--- config.mk ---
export PLATFORM = sky130hd
export DESIGN_NAME = edge_bbox
export DESIGN_NICKNAME = d
export VERILOG_FILES = /design/src/rtl/edge_bbox_pkg.sv /design/src/rtl/edge_bbox_pos_cnt.sv /design/src/rtl/edge_bbox.sv
export SDC_FILE = /design/constraint.sdc
export NUM_CORES = 1
export LEC_CHECK = 0
export BUFFER_PORTS_ARGS = -buffer_cell sky130_fd_sc_hd__clkbuf_2
export CAP_MARGIN = 5
export CORE_UTILIZATION = 47
export CTS_CLUSTER_SIZE = 25
export DETAILED_ROUTE_END_ITERATION = 10
export PLACE_DENSITY = 0.65
export SETUP_SLACK_MARGIN = 0.15
export SLEW_MARGIN = 20
export SYNTH_ARGS = -nofsm -noshare
export SYNTH_HDL_FRONTEND = slang
export SYNTH_HIERARCHICAL = 1
export SYNTH_SLANG_ARGS = --single-unit
--- constraint.sdc ---
create_clock -name clk -period 4.7 [get_ports clk]
set_input_delay 0.47 -clock clk [delete_from_list [all_inputs] [get_ports clk]]
set_output_delay 0.47 -clock clk [all_outputs]
set_load 0.01 [all_outputs]
--- src/rtl/edge_bbox_pkg.sv ---
// edge_bbox_pkg: FSM state encoding and width helper shared by the edge bounding-box blocks
package edge_bbox_pkg;

    typedef enum logic [1:0] {IDLE, ACTIVE, REPORT} state_t;

    // Bit width needed to index n values; never narrower than 1 bit.
    function automatic int width_of(input int n);
        return (n > 1) ? $clog2(n) : 1;
    endfunction

endpackage

--- src/rtl/edge_bbox_pos_cnt.sv ---
// edge_bbox_pos_cnt: pixel position counters, sync edge strobes and pixel-accept qualifier
//
// Ports:
//   clk, reset_n          pixel clock, asynchronous active-low reset
//   sobel_valid/hsync/vsync  incoming stream qualifiers
//   active                downstream FSM is collecting a frame
//   frame_start           clears the position counters at frame entry
//   accept                pixel counts towards the current line/frame
//   vsync_rise            registered vsync went 0 -> 1
//   vsync_low             registered vsync is 0
//   x, y                  column/line of the pixel currently presented
module edge_bbox_pos_cnt
    import edge_bbox_pkg::*;
#(
    parameter int IMG_WIDTH  = 640,
    parameter int IMG_HEIGHT = 480,
    localparam int XW = width_of(IMG_WIDTH),
    localparam int YW = width_of(IMG_HEIGHT)
) (
    input  logic          clk,
    input  logic          reset_n,
    input  logic          sobel_valid,
    input  logic          sobel_hsync,
    input  logic          sobel_vsync,
    input  logic          active,
    input  logic          frame_start,
    output logic          accept,
    output logic          vsync_rise,
    output logic          vsync_low,
    output logic [XW-1:0] x,
    output logic [YW-1:0] y
);

    localparam logic [XW-1:0] XMAX = XW'(IMG_WIDTH - 1);
    localparam logic [YW-1:0] YMAX = YW'(IMG_HEIGHT - 1);

    logic hs_q;
    logic vs_q;
    logic vs_qq;
    logic line_hit;
    logic hsync_fall;

    assign hsync_fall = hs_q && !sobel_hsync;
    assign accept     = active && sobel_valid && sobel_hsync && sobel_vsync;
    assign vsync_rise = vs_q && !vs_qq;
    assign vsync_low  = !vs_q;

    // vsync history resets high so a frame already in progress at reset
    // release is not mistaken for a rising edge.
    always_ff @(posedge clk or negedge reset_n) begin
        if (!reset_n) begin
            hs_q     <= 1'b0;
            vs_q     <= 1'b1;
            vs_qq    <= 1'b1;
            line_hit <= 1'b0;
            x        <= '0;
            y        <= '0;
        end else begin
            hs_q  <= sobel_hsync;
            vs_q  <= sobel_vsync;
            vs_qq <= vs_q;
            if (frame_start) begin
                line_hit <= 1'b0;
                x        <= '0;
                y        <= '0;
            end else if (hsync_fall) begin
                line_hit <= 1'b0;
                x        <= '0;
                if (line_hit && y != YMAX)
                    y <= y + 1'b1;
            end else if (accept) begin
                line_hit <= 1'b1;
                if (x != XMAX)
                    x <= x + 1'b1;
            end
        end
    end

endmodule

--- src/rtl/edge_bbox.sv ---
// edge_bbox: per-frame bounding box of edge pixels (sobel==0) in a binary edge stream
//
// Ports:
//   clk, reset_n             pixel clock, asynchronous active-low reset
//   sobel, sobel_valid       binary pixel (0 = edge) and its qualifier
//   sobel_hsync, sobel_vsync active line / active frame
//   bbox_x_min/x_max         box columns of the last reported frame
//   bbox_y_min/y_max         box lines of the last reported frame
//   bbox_found               last reported frame had a valid box
//   bbox_done                one-cycle pulse when the outputs above update
//   edge_count               edge pixels in the last reported frame (EDGE_BBOX_COUNT_EN only)
//
// Build option EDGE_BBOX_COUNT_EN: adds a saturating edge counter and the
// edge_count port; a box is then valid only with >= MIN_EDGE_PIXELS edges.
// Without it a single edge pixel makes the box valid.
module edge_bbox
    import edge_bbox_pkg::*;
#(
    parameter int IMG_WIDTH       = 640,
    parameter int IMG_HEIGHT      = 480,
    parameter int MIN_EDGE_PIXELS = 16,
    localparam int XW = width_of(IMG_WIDTH),
    localparam int YW = width_of(IMG_HEIGHT),
    localparam int CW = width_of(IMG_WIDTH * IMG_HEIGHT + 1)
) (
    input  logic          clk,
    input  logic          reset_n,
    input  logic          sobel,
    input  logic          sobel_valid,
    input  logic          sobel_hsync,
    input  logic          sobel_vsync,
    output logic [XW-1:0] bbox_x_min,
    output logic [XW-1:0] bbox_x_max,
    output logic [YW-1:0] bbox_y_min,
    output logic [YW-1:0] bbox_y_max,
    output logic          bbox_found,
    output logic          bbox_done
`ifdef EDGE_BBOX_COUNT_EN
    ,
    output logic [CW-1:0] edge_count
`endif
);

    localparam logic [XW-1:0] XMAX = XW'(IMG_WIDTH - 1);
    localparam logic [YW-1:0] YMAX = YW'(IMG_HEIGHT - 1);

    state_t        state;
    state_t        state_nx;
    logic          accept;
    logic          vsync_rise;
    logic          vsync_low;
    logic          frame_start;
    logic          report;
    logic          edge_px;
    logic          box_ok;
    logic [XW-1:0] x;
    logic [YW-1:0] y;
    logic [XW-1:0] x_min;
    logic [XW-1:0] x_max;
    logic [YW-1:0] y_min;
    logic [YW-1:0] y_max;

    edge_bbox_pos_cnt #(
        .IMG_WIDTH  (IMG_WIDTH),
        .IMG_HEIGHT (IMG_HEIGHT)
    ) u_pos (
        .clk         (clk),
        .reset_n     (reset_n),
        .sobel_valid (sobel_valid),
        .sobel_hsync (sobel_hsync),
        .sobel_vsync (sobel_vsync),
        .active      (state == ACTIVE),
        .frame_start (frame_start),
        .accept      (accept),
        .vsync_rise  (vsync_rise),
        .vsync_low   (vsync_low),
        .x           (x),
        .y           (y)
    );

    always_ff @(posedge clk or negedge reset_n) begin
        if (!reset_n)
            state <= IDLE;
        else
            state <= state_nx;
    end

    always_comb begin
        state_nx    = state;
        frame_start = 1'b0;
        report      = 1'b0;
        case (state)
            IDLE: begin
                frame_start = vsync_rise;
                state_nx    = vsync_rise ? ACTIVE : IDLE;
            end
            ACTIVE:  state_nx = vsync_low ? REPORT : ACTIVE;
            REPORT: begin
                report   = 1'b1;
                state_nx = IDLE;
            end
            default: state_nx = IDLE;
        endcase
    end

    assign edge_px = accept && !sobel;

`ifdef EDGE_BBOX_COUNT_EN
    logic [CW-1:0] edge_cnt;

    always_ff @(posedge clk or negedge reset_n) begin
        if (!reset_n)
            edge_cnt <= '0;
        else if (frame_start)
            edge_cnt <= '0;
        else if (edge_px && edge_cnt != '1)
            edge_cnt <= edge_cnt + 1'b1;
    end

    always_ff @(posedge clk or negedge reset_n) begin
        if (!reset_n)
            edge_count <= '0;
        else if (report)
            edge_count <= edge_cnt;
    end

    assign box_ok = edge_cnt >= CW'(MIN_EDGE_PIXELS);
`else
    logic any_edge;

    always_ff @(posedge clk or negedge reset_n) begin
        if (!reset_n)
            any_edge <= 1'b0;
        else if (frame_start)
            any_edge <= 1'b0;
        else if (edge_px)
            any_edge <= 1'b1;
    end

    assign box_ok = any_edge;
`endif

    // Accumulators start inverted (min at the far corner, max at 0) so the
    // first edge pixel of the frame sets both bounds.
    always_ff @(posedge clk or negedge reset_n) begin
        if (!reset_n) begin
            x_min <= '0;
            x_max <= '0;
            y_min <= '0;
            y_max <= '0;
        end else if (frame_start) begin
            x_min <= XMAX;
            x_max <= '0;
            y_min <= YMAX;
            y_max <= '0;
        end else if (edge_px) begin
            if (x < x_min) x_min <= x;
            if (x > x_max) x_max <= x;
            if (y < y_min) y_min <= y;
            if (y > y_max) y_max <= y;
        end
    end

    always_ff @(posedge clk or negedge reset_n) begin
        if (!reset_n) begin
            bbox_x_min <= '0;
            bbox_x_max <= '0;
            bbox_y_min <= '0;
            bbox_y_max <= '0;
            bbox_found <= 1'b0;
            bbox_done  <= 1'b0;
        end else begin
            bbox_done <= report;
            if (report) begin
                bbox_x_min <= box_ok ? x_min : '0;
                bbox_x_max <= box_ok ? x_max : '0;
                bbox_y_min <= box_ok ? y_min : '0;
                bbox_y_max <= box_ok ? y_max : '0;
                bbox_found <= box_ok;
            end
        end
    end

endmodule

==> results of run 1 <==
-- cell usage after synthesis (3+ instances only) --
library cell,count
sky130_fd_sc_hd__a211oi_1,6
sky130_fd_sc_hd__a21o_1,5
sky130_fd_sc_hd__a21oi_1,17
sky130_fd_sc_hd__a31oi_1,3
sky130_fd_sc_hd__buf_1,3
sky130_fd_sc_hd__clkbuf_1,16
sky130_fd_sc_hd__dfrtp_1,102
sky130_fd_sc_hd__ha_1,38
sky130_fd_sc_hd__inv_1,46
sky130_fd_sc_hd__mux2i_1,25
sky130_fd_sc_hd__nand2_1,82
sky130_fd_sc_hd__nand2b_1,6
sky130_fd_sc_hd__nand3_1,15
sky130_fd_sc_hd__nand4_1,13
sky130_fd_sc_hd__nor2_1,38
sky130_fd_sc_hd__nor2b_1,4
sky130_fd_sc_hd__nor3_1,5
sky130_fd_sc_hd__o211ai_1,7
sky130_fd_sc_hd__o21ai_0,15
sky130_fd_sc_hd__o31ai_1,42
sky130_fd_sc_hd__xnor2_1,5
-- per-stage QoR --
step	total power (W)	std cells	cell area (µm²)
finish	0.00207	723	6040
floorplan	0.00116	542	5370
global placement	0.00126	707	5700
detailed placement	0.00127	707	5700
global route	0.00217	723	6040
CTS	0.00210	723	6030
-- path summary, 6_finish.rpt --
| check | end | from |
|---|---|---|
| worst max-delay path | y_max[0]$_DFFE_PN0P_ | state[1]$_DFF_PN0_ |
| worst min-delay path | u_pos/x[3]$_DFFE_PN0P_ | reset_n |
| worst max register to register | y_max[0]$_DFFE_PN0P_ | state[1]$_DFF_PN0_ |
| worst min register to register | u_pos/vs_qq$_DFF_PN1_ | u_pos/vs_q$_DFF_PN1_ |
| max in group asynchronous | bbox_x_min[2]$_DFFE_PN0P_ | reset_n |
| min in group clk | u_pos/vs_q$_DFF_PN1_ | sobel_vsync |
-- flip-flops by register name, indices dropped and copies added (netlist names), 2 cells and up --
| name | flops |
|---|---|
| bbox_y_max | 9 |
| y_min | 9 |
| x_min | 10 |
| y_max | 9 |
| bbox_x_max | 10 |
| bbox_y_min | 9 |
| x_max | 10 |
| u_pos/x | 10 |
| bbox_x_min | 10 |
| u_pos/y | 9 |
| state | 2 |
-- power by group through the flow --
stage / sequential, W / clock (W) / combinational (W)
finish: 0.00100 / 0.000830 / 0.000243
global route: 0.00101 / 0.000879 / 0.000279
CTS: 0.00100 / 0.000847 / 0.000248
detailed placement: 0.00102 / 0 / 0.000247
global placement: 0.00102 / 0 / 0.000243
floorplan: 0.00104 / 0 / 0.000126
-- cells by family (layout without fill, tap and decap cells) --
kind of cell,Yosys count,in the layout
AO/OA/AOI/OAI,113,113
XOR/XNOR,7,7
adder cells (fa/ha/maj),38,38
buffers and inverters,72,113
flip-flops,104,104
multiplexers,26,26
AND/OR/NAND/NOR,182,182
-- layout make-up --
type,count,area [µm²]
Tap cell,140,175
Sequential cell,104,2610
Timing Repair Buffer,49,262
Clock buffer,14,274
Clock inverter,2,60.1
Inverter,48,180
Multi-Input combinational cell,366,2480
Fill cell,939,4940
-- critical path: cells and delay by family (launching register included) --
| kind | cells | cell delay, ns |
|---|---|---|
| flops | 1 | 0.40 |
| simple gates | 3 | 0.67 |
| buf+inv | 2 | 0.26 |
| mux | 1 | 0.27 |
| compound gates | 2 | 0.91 |
-- metal layers --
metal  up-vias  wire length (µm)  GRT usage (%)
met5         -                 0              0
met4         0               184           7.82
met3        14               485           3.29
met2        73              4940           31.5
met1      1903              5410           28.3
li1       1980                 -              -
==> flow_summary.json, run 1 <==
{
  "drc": 0,
  "worst-endpoint-required_ns": 4.97,
  "yosys_warnings": 6,
  "vias": 3970,
  "critical_path.endpoint_type": "register",
  "syn_avg_cell_area_um2": 9.91,
  "r2r_slack_ns": 2.11,
  "finalSetupTns_ns": 0,
  "crit_fanout": 9,
  "synth_xor_xnor_area_share_pct": 1.14,
  "gp_congestion": 0.852,
  "drt-initial-drc-count": 260,
  "clock_tree.buffer_depth": 2,
  "ys.flop_type": "sky130_fd_sc_hd__dfrtp_1",
  "yosys.cell_types.count": 61,
  "min_period_over_period_pct": 55.2,
  "overall_die_area_um2": 11900,
  "synth_simple_gate_area_share_pct": 15.7,
  "finalCoreUtilization_pct": 55.0,
  "post_synthesis_cell_type_with_the_largest_combined_area": "sky130_fd_sc_hd__dfrtp_1",
  "synth.yosys.seq_area_share_pct": 48.5,
  "synthMuxAreaShare_pct": 4.87,
  "timing.setup.critical_path_class": "reg -> reg",
  "post_synth_inst_count": 542,
  "cp.arrival_ns": 2.86,
  "r2r_cells": 8,
  "crit_path_cell_trace": "nand2b_1, inv_1, nand4_1, inv_1, nand2b_1, a211o_1, a31oi_2, mux2i_1",
  "synthArstFlopShare_pct": 100,
  "initial_core_util_pct": 48.9,
  "cts-resized-gates": 0,
  "power.share.combinational_pct": 11.7,
  "cts_hold_buffers": 0,
  "layout.nets": 622,
  "clock_tree.root_cell": "sky130_fd_sc_hd__clkbuf_16",
  "largest_net_degree_at_the_start_of_global_routing": 80,
  "post_cts.repair.setup_buffers": 0,
  "synth_top_family_by_area": "simple AND/OR/NAND/NOR gates",
  "timing.final.max_slew_violations": 0,
  "clkSinkCount": 104,
  "dieHeight_um": 109,
  "port-buffer-count": 45,
  "route.final.wire_length_mm": 11.0,
  "place_ws_ns": 1.77,
  "top_cells_by_area_synth": "sky130_fd_sc_hd__dfrtp_1 (48%), sky130_fd_sc_hd__ha_1 (8.9%), sky130_fd_sc_hd__o31ai_1 (5.9%)",
  "min-delay-path-class": "in -> async",
  "p_clk_share_pct": 40.0,
  "fraction_of_layout_instances_using_a_drive_strength_above_1_pct": 13.7,
  "cts_buffers": 9,
  "tritoncts": "yes",
  "mostFrequentLayoutCells": "sky130_fd_sc_hd__dfrtp_1 (102), sky130_fd_sc_hd__nand2_1 (82), sky130_fd_sc_hd__inv_1 (46)",
  "p_sw_share_pct": 24.8,
  "antenna_violations_before_repair": 0,
  "drt.antenna.violating_nets": 0,
  "period_needed_ns": 2.59,
  "power_frac_seq_pct": 48.3,
  "syn-num-nets": 586,
  "cap_viol_max_count": 0,
  "grt_usage_pct": 20.3,
  "antenna_cells": 0,
  "maxClockFrequency_mhz": 386,
  "grt_pass1_vias": 3861,
  "report.final.setup_viol": 0,
  "worst_slack_ns": 2.11,
  "synth_seq_cells": 104,
  "p_int_w": 0.00156,
  "detail_route.vias_per_cell": 5.49,
  "cts_max_level": 3,
  "synth_compound_gate_area_share_pct": 15.6,
  "cp_slowest_stage_delay_ns": 0.60,
  "vdd_drop_max_mv": 0.209,
  "worst-slew-pin-transition_ns": 0.765,
  "finalHoldWorstSlack_ns": 0.133,
  "grt_setup_unrepaired": "false",
  "timing.final.hold_violations": 0,
  "drt-pass1-iter-count": 4,
  "clkTransAtPathRegs_ns": 0.07,
  "status": "completed",
  "post_synth_instance_area_um2": 5370,
  "ios": 46,
  "fp-row-count": 38,
  "timing.clock.skew_ns": 0.00524,
  "synth.top_cell.area_share_pct": 47.5,
  "die_w_um": 109,
  "hpwlAfterDp_mm": 7.78,
  "power_leakage_nw": 2.81,
  "cpMaxStageDelayCell": "sky130_fd_sc_hd__a31oi_2",
  "power_per_cell_area_nw_per_um2": 343,
  "total_switching_power_w": 0.000515,
  "setup.worst_path.start_class": "register",
  "synth-edff-count": 0,
  "flow.area_growth_from_synthesis_pct": 12.5,
  "worst_skew_pair.late_latency_ns": 0.35,
  "commonest_non_fill_non_tap_cell_in_the_layout": "sky130_fd_sc_hd__dfrtp_1",
  "grt_pass1_wl_mm": 18.5,
  "synth_adder_area_share_pct": 8.85,
  "grt_overflow": 0,
  "routed_wire_length_per_instance_um": 15.2,
  "coreArea_um2": 11000,
  "max-slew-margin-rel_pct": 48.6
}
No activity file was read; power rests on OpenSTA's default activity.
==> run 2: changes to the inputs <==
==> constraint.sdc (replaced) <==
create_clock -name clk -period 2.5 [get_ports clk]
set_input_delay 0.25 -clock clk [delete_from_list [all_inputs] [get_ports clk]]
set_output_delay 0.25 -clock clk [all_outputs]
set_load 0.01 [all_outputs]
==> run 2 against run 1 <==
Against the previous run:
- total power rose by 78%
- final cell count rose by 1.9%
- critical path depth fell by 2
- count of clock-buffer cells in the layout fell by 2
- worst setup slack got worse by 1.8 ns
- clock skew barely moved
- sequential share of layout area fell by 0.50 points
- first-iteration DRC count rose by 9.2%
- utilization rose by 0.67 points
- hold slack got worse by 0.054 ns
- critical path type unchanged
- largest power group unchanged
- highest routed layer unchanged
==> flow_summary.json, run 2 (synthesized netlist as in run 1, its figures left out) <==
{
  "r2r_slack_ns": 0.34,
  "place_ws_ns": 0.235,
  "critical_path.endpoint_type": "register",
  "cp.arrival_ns": 2.43,
  "worstHoldEndpoint": "u_pos/hs_q$_DFF_PN0_",
  "mostFrequentLayoutCells": "sky130_fd_sc_hd__dfrtp_1 (101), sky130_fd_sc_hd__nand2_1 (82), sky130_fd_sc_hd__inv_1 (46)",
  "critical_path.top_delay_family": "simple AND/OR/NAND/NOR gates",
  "clkSinkCount": 104,
  "flow.area_growth_from_synthesis_pct": 13.9,
  "power_leakage_nw": 2.86,
  "gp_congestion": 0.872,
  "timing.final.hold_violations": 0,
  "routed_wire_length_per_instance_um": 15.5,
  "worst_slack_ns": 0.336,
  "hpwlAfterDp_mm": 8.25,
  "total_switching_power_w": 0.000980,
  "clkTransAtPathRegs_ns": 0.07,
  "vdd_drop_max_mv": 0.349,
  "multi_input_comb_area_um2": 2480,
  "power_per_cell_area_nw_per_um2": 603,
  "p_clk_share_pct": 35.8,
  "antenna_cells": 0,
  "timing.setup.critical_path_class": "reg -> reg",
  "drt-pass1-iter-count": 5,
  "antenna_violations_before_repair": 0,
  "cts_max_level": 3,
  "ios": 46,
  "vias": 4083,
  "grt_pass1_wl_mm": 19.7,
  "cpMaxStageDelayCell": "sky130_fd_sc_hd__dfrtp_1",
  "whs_path_cells": 1,
  "drt-initial-drc-count": 284,
  "port-buffer-count": 45,
  "layout.nets": 637,
  "worst-slew-pin-transition_ns": 0.757,
  "max-slew-margin-rel_pct": 49.5,
  "grt_pass1_vias": 4001,
  "worst_hold_startpoint": "sobel_hsync",
  "cp_num_buf_inv": 0,
  "commonest_non_fill_non_tap_cell_in_the_layout": "sky130_fd_sc_hd__dfrtp_1",
  "clock_tree.root_cell": "sky130_fd_sc_hd__clkbuf_16",
  "r2r_cells": 6,
  "overall_die_area_um2": 11900,
  "clock_tree.buffer_depth": 2,
  "period_needed_ns": 2.16,
  "p_sw_share_pct": 26.6,
  "coreArea_um2": 11000,
  "route.final.wire_length_mm": 11.4,
  "timing.rr.start": "u_pos/x[5]$_DFFE_PN0P_",
  "fraction_of_layout_instances_using_a_drive_strength_above_1_pct": 15.4,
  "p_int_w": 0.00271,
  "drt.antenna.violating_nets": 0,
  "tritoncts": "yes",
  "worst_skew_pair.late_latency_ns": 0.34,
  "drc": 0,
  "min_period_over_period_pct": 86.6,
  "finalSetupTns_ns": 0,
  "maxClockFrequency_mhz": 462,
  "grt_usage_pct": 21.7,
  "detail_route.vias_per_cell": 5.54,
  "fill_cells": 957,
  "status": "completed",
  "crit_fanout": 9,
  "timing.final.max_slew_violations": 0,
  "initial_core_util_pct": 48.9,
  "worst-endpoint-required_ns": 2.77,
  "power.share.combinational_pct": 13.1,
  "largest_net_degree_at_the_start_of_global_routing": 63,
  "dieHeight_um": 109,
  "grt_setup_unrepaired": "false",
  "report.final.setup_viol": 0,
  "fp-row-count": 38,
  "cp_slowest_stage_delay_ns": 0.50,
  "setup.worst_path.start_class": "register",
  "seq_area_um2": 2610,
  "cts_buffers": 9,
  "cap_viol_max_count": 0,
  "min-delay-path-class": "in -> reg",
  "timing.clock.skew_ns": 0.00504,
  "crit_path_cell_trace": "ha_1, nand4_1, a211oi_1, a2111oi_2, nor2_2, mux2i_1",
  "power_frac_seq_pct": 51.1,
  "critical_path.reg2reg.endpoint": "x_max[7]$_DFFE_PN0P_",
  "grt_overflow": 0,
  "die_w_um": 109
}
==> run 2: cell types whose count changed in the layout (fill, tap and decap cells not counted), moves of 2 or more <==
cell / change
sky130_fd_sc_hd__bufinv_16: -2
sky130_fd_sc_hd__buf_12: +2
sky130_fd_sc_hd__buf_4: +12
sky130_fd_sc_hd__dlygate4sd3_1: +2
sky130_fd_sc_hd__clkinv_2: +2
==> run 2: cell type report <==
cell class / instances / share of cell area, %
Multi-Input combinational cell: 366 / 40.5
Inverter: 48 / 2.95
Tap cell: 140 / 2.86
Clock inverter: 3 / 0.286
Sequential cell: 104 / 42.6
Timing Repair Buffer: 64 / 6.55
Clock buffer: 12 / 4.19
==> run 2: power groups by stage <==
stage          clock (W)  sequential, W  combinational [W]
2_1_floorplan          0        0.00195           0.000236
3_3_place_gp           0        0.00191           0.000476
3_5_place_dp           0        0.00192           0.000484
4_1_cts          0.00135        0.00189           0.000488
5_1_grt          0.00141        0.00190           0.000554
6_report         0.00132        0.00188           0.000482
==> run 2: worst max path at each step <==
stage                     slack, ns  cells after the start                   start              endpoint
after floorplan                0.42                      8      state[1]$_DFF_PN0_  x_min[0]$_DFFE_PN0P_
after global placement         0.35                      8      state[1]$_DFF_PN0_  x_min[1]$_DFFE_PN0P_
after detailed placement       0.23                      8      state[1]$_DFF_PN0_  x_min[6]$_DFFE_PN0P_
after CTS                      0.23                      8      state[1]$_DFF_PN0_  x_min[6]$_DFFE_PN0P_
after global routing           0.19                      6  u_pos/x[5]$_DFFE_PN0P_  x_max[2]$_DFFE_PN0P_
final                          0.34                      6  u_pos/x[5]$_DFFE_PN0P_  x_max[7]$_DFFE_PN0P_
==> run 2: per-stage QoR <==
stage	hold WS, ns	cell area [µm²]	cells	util (%)	power (W)
6_report	0.0787	6110	737	55.7	0.00369
5_1_grt	0.0809	6110	737	55.7	0.00386
4_1_cts	0.0671	6090	736	55.5	0.00372
3_5_place_dp	0.277	5800	719	52.8	0.00240
3_3_place_gp	0.271	5800	719	52.8	0.00239
2_1_floorplan	-0.0456	5370	542	-	0.00219
==> run 2: per-layer routing <==
layer	vias up	global-route usage [%]	part of all wire [%]
met5	-	0	0
met4	0	7.82	1.5
met3	13	3.47	3.9
met1	1977	30.9	50
met2	81	33.2	44
li1	2012	-	-
==> run 2: what timing repair did <==
action	4_1_cts	5_1_grt
setup endpoints to repair	0	10
buffers inserted	0	1
hold buffers	2	0
endpoints found under the hold margin	43	0
gates resized for setup	0	1
==> run 3: changes to the inputs <==
--- a/config.mk
+++ b/config.mk
@@ -7,6 +7,7 @@
 export LEC_CHECK = 0
 export BUFFER_PORTS_ARGS = -buffer_cell sky130_fd_sc_hd__clkbuf_2
 export CAP_MARGIN = 5
+export CORE_MARGIN = 3
 export CORE_UTILIZATION = 47
 export CTS_CLUSTER_SIZE = 25
 export DETAILED_ROUTE_END_ITERATION = 10
==> run 3 against run 2 <==
Against the previous run:
- hold slack got worse by 0.00067 ns
- flip-flop and latch count did not move
- via count down 0.81%
- fmax is 0.77% higher
- critical endpoint is now x_max[9]$_DFFE_PN0P_
- largest cell class unchanged
==> flow_summary.json, run 3 (synthesized netlist as in run 1, its figures left out) <==
{
  "status": "completed",
  "vdd_drop_max_mv": 0.312,
  "die_w_um": 113,
  "critical_path.endpoint_type": "register",
  "mostFrequentLayoutCells": "sky130_fd_sc_hd__dfrtp_1 (101), sky130_fd_sc_hd__nand2_1 (82), sky130_fd_sc_hd__inv_1 (46)",
  "antenna_cells": 0,
  "report.final.setup_viol": 0,
  "finalSetupTns_ns": 0,
  "coreArea_um2": 11000,
  "min-delay-path-class": "in -> reg",
  "clock_tree.root_cell": "sky130_fd_sc_hd__clkbuf_16",
  "worst-endpoint-required_ns": 2.74,
  "drt-initial-drc-count": 266,
  "timing.final.hold_violations": 0,
  "tritoncts": "yes",
  "fraction_of_layout_instances_using_a_drive_strength_above_1_pct": 15.9,
  "p_int_w": 0.00270,
  "min_period_over_period_pct": 85.9,
  "ios": 46,
  "cts_max_level": 3,
  "clkSinkCount": 104,
  "cts_buffers": 9,
  "p_sw_share_pct": 26.5,
  "drt.antenna.violating_nets": 0,
  "placement.cell_area_um2": 5810,
  "fill_cells": 982,
  "power_per_cell_area_nw_per_um2": 600,
  "p_clk_share_pct": 35.6,
  "timing.clock.skew_ns": 0.00500,
  "power_leakage_nw": 2.87,
  "period_needed_ns": 2.15,
  "vias": 4050,
  "grt_overflow": 0,
  "total_power_of_the_final_layout_w": 0.00368,
  "commonest_non_fill_non_tap_cell_in_the_layout": "sky130_fd_sc_hd__dfrtp_1",
  "worst_skew_pair.late_latency_ns": 0.34,
  "cap_viol_max_count": 0,
  "drt-pass1-iter-count": 4,
  "grt_pass1_vias": 4139,
  "grt_pass1_wl_mm": 20.2,
  "cp.arrival_ns": 2.39,
  "layout.nets": 638,
  "detail_route.vias_per_cell": 5.49,
  "clkTransAtPathRegs_ns": 0.07,
  "routed_wire_length_per_instance_um": 15.8,
  "route.final.wire_length_mm": 11.7,
  "max-slew-margin-rel_pct": 46.8,
  "grt_usage_pct": 19.6,
  "initial_core_util_pct": 48.9,
  "power.share.combinational_pct": 13.1,
  "fp-row-count": 38,
  "timing.setup.critical_path_class": "reg -> reg",
  "layout.cell_area.non_filler_um2": 6130,
  "antenna_violations_before_repair": 0,
  "grt_setup_unrepaired": "false",
  "total_switching_power_w": 0.000976,
  "largest_net_degree_at_the_start_of_global_routing": 61,
  "power_frac_seq_pct": 51.3,
  "setup.worst_path.start_class": "register",
  "dieHeight_um": 113,
  "overall_die_area_um2": 12700,
  "timing.final.max_slew_violations": 0,
  "gp_congestion": 0.891,
  "drc": 0,
  "crit_fanout": 11,
  "clock_tree.buffer_depth": 2,
  "port-buffer-count": 45,
  "flow.area_growth_from_synthesis_pct": 14.1,
  "worst-slew-pin-transition_ns": 0.798,
  "hpwlAfterDp_mm": 8.38,
  "maxClockFrequency_mhz": 466
}
## run 3: changes by cell type in the layout (fill, tap and decap cells not counted), sizes merged
cell and change:
clkinv +2, buf +1, clkbuf -1, clkinvlp -1
## run 3: what timing repair did
action                                  CTS  global route
endpoints found under the setup margin    0            16
buffers inserted                          0             1
hold buffers                              2             0
endpoints found under the hold margin    20             0
gates resized for setup                   0             2
## run 3: worst max-delay path, cell delays in order, from the launching register on
cell                        delay [ns]
sky130_fd_sc_hd__dfrtp_2          0.50
sky130_fd_sc_hd__ha_1             0.34
sky130_fd_sc_hd__a21oi_1          0.15
sky130_fd_sc_hd__o21ai_0          0.14
sky130_fd_sc_hd__a2111oi_2        0.48
sky130_fd_sc_hd__nor2_2           0.19
sky130_fd_sc_hd__o31ai_1          0.24
## run 3: metrics by stage
stage / instances / setup WS, ns / hold slack [ns] / util [%]
after floorplan: 542 / 0.417 / -0.0456 / -
after global placement: 720 / 0.347 / 0.145 / 52.9
after detailed placement: 720 / 0.225 / 0.150 / 52.9
after CTS: 737 / 0.212 / 0.0718 / 55.5
after global routing: 738 / 0.170 / 0.0831 / 55.8
final: 738 / 0.352 / 0.0780 / 55.8
## run 3: metal layers
metal  vias to the layer above  part of all wire [%]  track usage [%]
met5                         -                     0                0
met4                         0                   1.5             6.97
met3                        12                   3.9             2.67
met2                        76                    45             30.3
met1                      1940                    50             28.6
li1                       2022                     -                -
## run 3: final timing paths
check,endpoint,slack [ns],cells past startpoint,startpoint
setup / recovery,x_max[9]$_DFFE_PN0P_,0.35,6,u_pos/x[3]$_DFFE_PN0P_
hold / removal,u_pos/hs_q$_DFF_PN0_,0.08,1,sobel_hsync
setup reg to reg,x_max[9]$_DFFE_PN0P_,0.35,6,u_pos/x[3]$_DFFE_PN0P_
hold reg to reg,u_pos/vs_qq$_DFF_PN1_,0.37,0,u_pos/vs_q$_DFF_PN1_
max in group asynchronous,u_pos/vs_qq$_DFF_PN1_,1.53,3,reset_n
min in group asynchronous,bbox_x_max[9]$_DFFE_PN0P_,0.33,2,reset_n
## run 3: layout make-up
class                   instances  area [µm²]  area share, %
multi-input cells             366        2480           40.6
clock inverters                 4        20.0          0.327
flip-flops and latches        104        2610           42.5
well taps                     140         175           2.86
inverters                      48         180           2.94
clock buffers                  11         253           4.12
repair buffers                 65         408           6.66
## run 3: power groups by stage
stage                     sequential [W]  combinational [W]  clock (W)
final                            0.00188           0.000482    0.00131
after detailed placement         0.00192           0.000488          0
after CTS                        0.00189           0.000491    0.00135
after floorplan                  0.00195           0.000236          0
after global placement           0.00191           0.000475          0
after global routing             0.00190           0.000548    0.00141
